`src/rtl/spi_reg_pkg.sv`:
```
// Shared definitions for the SPI slave register-bus controller.
// Holds the FSM state encoding, command/status byte layout, default
// constants and a small saturating-increment helper.
package spi_reg_pkg;

  localparam int unsigned BYTE_W     = 8;
  localparam int unsigned BYTE_CNT_W = 16;

  // Command byte: bit 7 selects read (1) or write (0), low bits carry the address.
  localparam int unsigned CMD_RW_BIT = 7;

  // Status byte layout: {ID[7:4], 2'b00, wr_range[1], rd_timeout[0]}.
  localparam int unsigned STAT_ID_LSB       = 4;
  localparam int unsigned STAT_ID_W         = 4;
  localparam int unsigned STAT_WR_RANGE_BIT = 1;
  localparam int unsigned STAT_RD_TO_BIT    = 0;

  localparam logic [STAT_ID_W-1:0] DEF_STATUS_ID  = 4'hA;
  localparam logic [BYTE_W-1:0]    DEF_DUMMY_BYTE = 8'hEE;

  typedef enum logic [2:0] {
    IDLE    = 3'd0,
    CMD     = 3'd1,
    WR_DATA = 3'd2,
    RD_REQ  = 3'd3,
    RD_WAIT = 3'd4,
    RD_DATA = 3'd5
  } state_e;

  // Assemble the status byte shifted out while the command byte is received.
  function automatic logic [BYTE_W-1:0] status_byte(input logic [STAT_ID_W-1:0] id,
                                                    input logic                 wr_range,
                                                    input logic                 rd_to);
    logic [BYTE_W-1:0] s;
    s                              = '0;
    s[STAT_ID_LSB +: STAT_ID_W]    = id;
    s[STAT_WR_RANGE_BIT]           = wr_range;
    s[STAT_RD_TO_BIT]              = rd_to;
    return s;
  endfunction

  // Byte counter increments but sticks at all-ones.
  function automatic logic [BYTE_CNT_W-1:0] sat_inc(input logic [BYTE_CNT_W-1:0] v);
    return (&v) ? v : v + BYTE_CNT_W'(1);
  endfunction

endpackage

```
`src/rtl/spi_reg_rd_timer.sv`:
```
// Read-wait timeout counter.
// Ports:
//   Clk, Rst_n : clock, asynchronous active-low reset
//   start_i    : clears the counter (issued as the read request retires)
//   run_i      : counter advances while waiting for read data
//   hit_i      : read data arrived this cycle, suppresses expiry
//   expire_c   : combinational, last allowed wait cycle passed without data
module spi_reg_rd_timer #(
  parameter int unsigned RD_TIMEOUT = 16
) (
  input  logic Clk,
  input  logic Rst_n,
  input  logic start_i,
  input  logic run_i,
  input  logic hit_i,
  output logic expire_c
);

  localparam int unsigned CNT_W = (RD_TIMEOUT > 1) ? $clog2(RD_TIMEOUT) : 1;
  localparam logic [CNT_W-1:0] LAST = CNT_W'(RD_TIMEOUT - 1);

  logic [CNT_W-1:0] cnt_q;
  logic [CNT_W-1:0] cnt_d;

  // Counter register.
  always_ff @(posedge Clk or negedge Rst_n) begin
    if (!Rst_n) cnt_q <= '0;
    else        cnt_q <= cnt_d;
  end

  // Clear on start, count while waiting, hold at the terminal value.
  always_comb begin
    cnt_d = cnt_q;
    if (start_i)                     cnt_d = '0;
    else if (run_i && cnt_q != LAST) cnt_d = cnt_q + CNT_W'(1);
  end

  assign expire_c = run_i && !hit_i && !start_i && (cnt_q == LAST);

endmodule

```
`src/rtl/spi_slave_reg_ctrl.sv`:
```
// SPI slave byte stream to 8-bit register bus transaction controller.
// Decodes a command byte {RW, ADDR}, then writes or reads consecutive
// registers with address auto-increment; read data is prefetched into the
// slave transmit buffer before the master clocks the next byte.
// Optional feature macro: SPI_REG_CTRL_ADDR_LIMIT_EN (write range check,
// adds Err_Wr_Range output and MAX_ADDR parameter).
// Ports:
//   Clk, Rst_n                   : clock, asynchronous active-low reset
//   Trans_Start, Trans_End       : chip-select assert / release pulses
//   Rx_Valid, Rx_Data            : received byte strobe and data
//   Tx_Load, Tx_Data             : transmit buffer load strobe and byte
//   Reg_Wr_En, Reg_Addr,
//   Reg_Wr_Data                  : register write strobe, address, data
//   Reg_Rd_En, Reg_Rd_Data,
//   Reg_Rd_Valid                 : register read request and response
//   Busy                         : transaction in progress
//   Err_Rd_Timeout               : sticky read timeout flag
//   Byte_Cnt                     : data bytes in current/last transaction
module spi_slave_reg_ctrl
  import spi_reg_pkg::*;
#(
  parameter int unsigned           ADDR_W     = 7,
  parameter int unsigned           RD_TIMEOUT = 16,
  parameter logic [STAT_ID_W-1:0]  STATUS_ID  = DEF_STATUS_ID,
  parameter logic [BYTE_W-1:0]     DUMMY_BYTE = DEF_DUMMY_BYTE
`ifdef SPI_REG_CTRL_ADDR_LIMIT_EN
  ,parameter int unsigned          MAX_ADDR   = 'h7F
`endif
) (
  input  logic                  Clk,
  input  logic                  Rst_n,
  input  logic                  Trans_Start,
  input  logic                  Trans_End,
  input  logic                  Rx_Valid,
  input  logic [BYTE_W-1:0]     Rx_Data,
  output logic                  Tx_Load,
  output logic [BYTE_W-1:0]     Tx_Data,
  output logic                  Reg_Wr_En,
  output logic                  Reg_Rd_En,
  output logic [ADDR_W-1:0]     Reg_Addr,
  output logic [BYTE_W-1:0]     Reg_Wr_Data,
  input  logic [BYTE_W-1:0]     Reg_Rd_Data,
  input  logic                  Reg_Rd_Valid,
  output logic                  Busy,
  output logic                  Err_Rd_Timeout,
  output logic [BYTE_CNT_W-1:0] Byte_Cnt
`ifdef SPI_REG_CTRL_ADDR_LIMIT_EN
  ,output logic                 Err_Wr_Range
`endif
);

  state_e                  state_q, state_d;
  logic                    tx_load_q, tx_load_d;
  logic [BYTE_W-1:0]       tx_data_q, tx_data_d;
  logic                    wr_en_q, wr_en_d;
  logic [BYTE_W-1:0]       wr_data_q, wr_data_d;
  logic                    rd_en_q, rd_en_d;
  logic [ADDR_W-1:0]       addr_q, addr_d;
  logic [BYTE_CNT_W-1:0]   cnt_q, cnt_d;
  logic                    busy_q, busy_d;
  logic                    err_rd_q, err_rd_d;
  logic                    wr_step_q, wr_step_d;
  logic                    err_wr_q, err_wr_d;

  logic                    tmr_start;
  logic                    tmr_run;
  logic                    tmr_expire;
  logic                    in_range;
  logic [BYTE_W-1:0]       status;

  assign tmr_run = (state_q == RD_WAIT);

  spi_reg_rd_timer #(
    .RD_TIMEOUT (RD_TIMEOUT)
  ) u_rd_timer (
    .Clk      (Clk),
    .Rst_n    (Rst_n),
    .start_i  (tmr_start),
    .run_i    (tmr_run),
    .hit_i    (Reg_Rd_Valid),
    .expire_c (tmr_expire)
  );

`ifdef SPI_REG_CTRL_ADDR_LIMIT_EN
  assign in_range = (32'(addr_q) <= MAX_ADDR);
  assign status   = status_byte(STATUS_ID, err_wr_q, err_rd_q);
`else
  assign in_range = 1'b1;
  assign status   = status_byte(STATUS_ID, 1'b0, err_rd_q);
`endif

  // State and output registers.
  always_ff @(posedge Clk or negedge Rst_n) begin
    if (!Rst_n) begin
      state_q   <= IDLE;
      tx_load_q <= 1'b0;
      tx_data_q <= '0;
      wr_en_q   <= 1'b0;
      wr_data_q <= '0;
      rd_en_q   <= 1'b0;
      addr_q    <= '0;
      cnt_q     <= '0;
      busy_q    <= 1'b0;
      err_rd_q  <= 1'b0;
      wr_step_q <= 1'b0;
      err_wr_q  <= 1'b0;
    end else begin
      state_q   <= state_d;
      tx_load_q <= tx_load_d;
      tx_data_q <= tx_data_d;
      wr_en_q   <= wr_en_d;
      wr_data_q <= wr_data_d;
      rd_en_q   <= rd_en_d;
      addr_q    <= addr_d;
      cnt_q     <= cnt_d;
      busy_q    <= busy_d;
      err_rd_q  <= err_rd_d;
      wr_step_q <= wr_step_d;
      err_wr_q  <= err_wr_d;
    end
  end

  // Next-state and output logic.
  always_comb begin
    state_d   = state_q;
    tx_load_d = 1'b0;
    tx_data_d = tx_data_q;
    wr_en_d   = 1'b0;
    wr_data_d = wr_data_q;
    rd_en_d   = 1'b0;
    addr_d    = addr_q;
    cnt_d     = cnt_q;
    err_rd_d  = err_rd_q;
    wr_step_d = 1'b0;
    err_wr_d  = err_wr_q;
    tmr_start = 1'b0;

    // Address/count advance one cycle after a write byte was issued, so the
    // strobe cycle still presents the address being written.
    if (wr_step_q) begin
      addr_d = addr_q + ADDR_W'(1);
      cnt_d  = sat_inc(cnt_q);
    end

    unique case (state_q)
      IDLE: ;
      CMD: begin
        if (Rx_Valid) begin
          addr_d = Rx_Data[ADDR_W-1:0];
          cnt_d  = '0;
          if (Rx_Data[CMD_RW_BIT]) begin
            state_d = RD_REQ;
            rd_en_d = 1'b1;
          end else begin
            state_d = WR_DATA;
          end
        end
      end
      WR_DATA: begin
        if (Rx_Valid) begin
          wr_step_d = 1'b1;
          wr_data_d = Rx_Data;
          wr_en_d   = in_range;
          if (!in_range) err_wr_d = 1'b1;
          // Any write to address 0 clears the sticky error flags.
          if (in_range && addr_q == '0) begin
            err_rd_d = 1'b0;
            err_wr_d = 1'b0;
          end
        end
      end
      RD_REQ: begin
        state_d   = RD_WAIT;
        tmr_start = 1'b1;
      end
      RD_WAIT: begin
        if (Reg_Rd_Valid) begin
          tx_data_d = Reg_Rd_Data;
          tx_load_d = 1'b1;
          state_d   = RD_DATA;
        end else if (tmr_expire) begin
          tx_data_d = DUMMY_BYTE;
          tx_load_d = 1'b1;
          err_rd_d  = 1'b1;
          state_d   = RD_DATA;
        end
      end
      RD_DATA: begin
        // The byte clocked in during a read is don't-care; it only paces the prefetch.
        if (Rx_Valid) begin
          addr_d  = addr_q + ADDR_W'(1);
          cnt_d   = sat_inc(cnt_q);
          state_d = RD_REQ;
          rd_en_d = 1'b1;
        end
      end
      default: state_d = IDLE;
    endcase

    // Chip-select release drops any outstanding read; a byte received in the
    // same cycle has already been processed above.
    if (Trans_End && state_q != IDLE) begin
      state_d = IDLE;
      rd_en_d = 1'b0;
      if (state_q == RD_WAIT) begin
        tx_load_d = 1'b0;
        tx_data_d = tx_data_q;
        err_rd_d  = err_rd_q;
      end
    end

    // Chip-select assert (also mid-transaction) restarts with the status byte.
    if (Trans_Start) begin
      state_d   = CMD;
      tx_load_d = 1'b1;
      tx_data_d = status;
      rd_en_d   = 1'b0;
    end

    busy_d = (state_d != IDLE);
  end

  assign Tx_Load        = tx_load_q;
  assign Tx_Data        = tx_data_q;
  assign Reg_Wr_En      = wr_en_q;
  assign Reg_Wr_Data    = wr_data_q;
  assign Reg_Rd_En      = rd_en_q;
  assign Reg_Addr       = addr_q;
  assign Busy           = busy_q;
  assign Err_Rd_Timeout = err_rd_q;
  assign Byte_Cnt       = cnt_q;
`ifdef SPI_REG_CTRL_ADDR_LIMIT_EN
  assign Err_Wr_Range   = err_wr_q;
`endif

endmodule

```
`config.mk`:
```
export PLATFORM = sky130hd
export DESIGN_NAME = spi_slave_reg_ctrl
export DESIGN_NICKNAME = d
export VERILOG_FILES = /design/src/rtl/spi_reg_pkg.sv /design/src/rtl/spi_reg_rd_timer.sv /design/src/rtl/spi_slave_reg_ctrl.sv
export SDC_FILE = /design/constraint.sdc
export NUM_CORES = 1
export LEC_CHECK = 0
export CAP_MARGIN = 40
export CORE_MARGIN = 2
export CORE_UTILIZATION = 48
export CTS_CLUSTER_SIZE = 12
export DETAILED_ROUTE_END_ITERATION = 16
export GPL_TIMING_DRIVEN = 0
export HOLD_SLACK_MARGIN = 0.05
export MAX_ROUTING_LAYER = met4
export PLACE_DENSITY = 0.79
export SYNTH_ARGS = -nofsm -noshare
export SYNTH_HDL_FRONTEND = slang
export SYNTH_SLANG_ARGS = --single-unit
```
`constraint.sdc`:
```
create_clock -name Clk -period 2.2 [get_ports Clk]
set_input_delay 0.44 -clock Clk [delete_from_list [all_inputs] [get_ports Clk]]
set_output_delay 0.44 -clock Clk [all_outputs]
set_load 0.01 [all_outputs]
```
==> reports/qor.csv <==
metric;value;unit
status;completed;
syn-cell-area;2690;um^2
ctsHoldBuffers;0;
die-area;6230;um^2
max_freq;478;MHz
critPathSlowestCell;clkdlybuf4s50_1;
post-cts-setup-buffers;0;
synthArstFlopShare;100;%
die_w;78.9;um
rows;27;
drc;0;
worst_ep_arrival_time;2.28;ns
worst_clock_skew;0.00718;ns
rsz0062_at_grt;false;
grt_pass1_vias;2415;
maxSlewViolCount;0;
fin_crit_sh;95.1;%
clk_pin_slew;0.09;ns
antenna_cells;0;
cp_cell_sequence;clkdlybuf4s50_1, nand3b_1, mux2i_2, clkbuf_4, nand2_2, o311ai_0, o21ai_1;
holdWs;0.172;ns
path_buf_inv;2;
hold_violations;0;
drive_above_1_share;10.5;%
ios;66;
worstSkewPairLatency;0.31;ns
dpl_cell_area;3460;um^2
cts_made_buffers;5;
post-route-min-period;2.09;ns
drtIter0Drc;148;
grt_overflow;0;
ys_types;57;
dp_hpwl;4690;um
fin_nets;378;
cp_top_family;buffers and inverters;
cts_tree;done;
htreeDepth;2;
vias;2416;
place_congestion;0.885;
cts_sinks;51;
startpoint_type;input pin;
end_kind;register;
area_growth;33.1;%
worst_pin_slew;0.714;ns
synth_nets;305;
synth.most_common_cell;dfrtp_1;
clock_path_buffers;2;
path_depth;7;
critPathMaxStageDelay;0.51;ns
synth_top_flop_cell;dfrtp_1;
viasPerCell;5.68;
synthTopCellsByCount;dfrtp_1, a21oi_1, nor2_1;
grt_use_met3;3.64;%
initial_utilization;49.2;%
rr_worst_depth;7;
n_fill_cell;483;
wl_per_cell;15.4;um
max-vdd-ir-drop;0.427;mV
ys_warn_count;0;
criticalPathCategory;input pin to register;
setup-violations-final;0;
root_buffer;clkbuf_8;
synth.avg_cell_area;9.66;um^2
syn_inst;279;
p_leak;1.45;nW
synth_area_leader_cell;dfrtp_1;
core_area;5470;um^2
die_h;78.9;um
slew_headroom;52.4;%
grt_usage;23.2;%
ant_nets;0;
seq_area_frac_synth;47.4;%
hold_path_class;input pin to asynchronous set/reset pin;
grtUsageMet2;36.3;%
crit_fanout;10;
first_pass_iters;4;
final_cell_area;3590;um^2
synthTopCellsByArea;dfrtp_1, a21oi_1, mux2_2, nor2_1, o21ai_0;
gr-usage-met1;31.0;%
cp.required;2.39;ns
synth_top_area_share;47.4;%
max_cap_violations;0;
grt_max_degree;30;
power_density;689;nW/um^2
grt-busiest-layer;met2;
routed_wirelength;6540;um
grt_pass1_wl;11300;um
synth-edff-count;0;
portBuffers;65;
ys_ff_latch;51;
antenna_found_initial;0;
[sequential cells by signal (all words and copies together) (netlist names)]
| name | count |
|---|---|
| Tx_Load | 1 |
| Err_Rd_Timeout | 1 |
| state_q | 3 |
| u_rd_timer.cnt_q | 4 |
| Busy | 1 |
| Byte_Cnt | 16 |
| Reg_Rd_En | 1 |
| Reg_Wr_Data | 8 |
| Reg_Addr | 7 |
| Tx_Data | 8 |
| wr_step_q | 1 |
[stage by stage]
stage               instances  TNS [ns]  setup slack (ns)  power [mW]  util, %
finish                    425         0             0.109        2.47     65.5
global route              425         0            0.0246        2.60     65.5
CTS                       425         0            0.0676        2.49     65.3
detailed placement        417     -2.13            -0.240        1.80     63.2
global placement          416    -44.57            -0.838        1.78     62.8
floorplan                 279         0             0.530        1.46        -
[worst reg2reg max path, stage by stage (launching register included)]
cell      delay [ns]
dfrtp_1         0.36
buf_2           0.17
nand3b_1        0.34
mux2i_2         0.35
clkbuf_4        0.28
nand2_2         0.16
o311ai_0        0.16
o21ai_1         0.12
[logic make-up after synthesis]
kind of cell	Yosys count	share of synthesized area [%]
xor gates and xnor gates	7	2.28
adders and majority gates	4	1.86
and+or+nand+nor	105	21.4
muxes	10	4.13
AOI/OAI and AO/OA	84	20.2
buffers and inverters	18	2.79
DFF	51	47.4
[metal layers]
layer / routed length [um] / part of all wire [%]
met3: 333 / 5.1
met4: 137 / 2.1
met2: 3030 / 46
met5: 0 / 0
met1: 3050 / 47
[layout by cell type (no fill, tap or decap), types with 5 or more instances in the layout]
master           instances
clkdlybuf4s50_1         64
dfrtp_1                 51
a21oi_1                 23
nor2_1                  22
nand2_1                 20
o21ai_0                 16
nand3_1                  9
nand2b_1                 9
mux2_2                   9
nor3_1                   7
and3_1                   6
buf_2                    6
clkbuf_8                 6
nand4_1                  5
a211oi_1                 5
a22o_1                   5
[cell type report]
class                           instances  area, um^2  area share [%]
Buffer                                 13        60.1            1.67
Clock buffer                            6        82.6            2.30
Tap cell                               72        90.1            2.51
Clock inverter                          2        35.0           0.977
Multi-Input combinational cell        210        1350            37.6
Sequential cell                        51        1280            35.6
Inverter                                5        18.8           0.523
Timing Repair Buffer                   66         673            18.8
[final timing paths]
check / end / slack [ns] / start
worst max-delay path: Byte_Cnt[6] / 0.11 / Rx_Valid
worst min-delay path: Tx_Data[3] / 0.17 / Rst_n
worst max register to register: Byte_Cnt[6] / 0.14 / state_q[1]
worst min register to register: Reg_Wr_Data[6] / 0.51 / Reg_Wr_Data[6]
max in group asynchronous: Byte_Cnt[2] / 1.46 / Rst_n
min in group Clk: Reg_Wr_Data[6] / 0.51 / Reg_Wr_Data[6]
[what timing repair did]
item	4_1_cts	5_1_grt
hold endpoints to repair	0	0
setup endpoints to repair	0	3
resized for setup	0	5
[report_power, final]
part           total [mW]  internal (mW)  switching, mW  leakage (nW)
Combinational       0.649          0.349          0.301         0.726
Clock               0.688          0.368          0.319        0.0612
Sequential           1.13           1.04         0.0916         0.666
(Power assumes the default switching activity.)
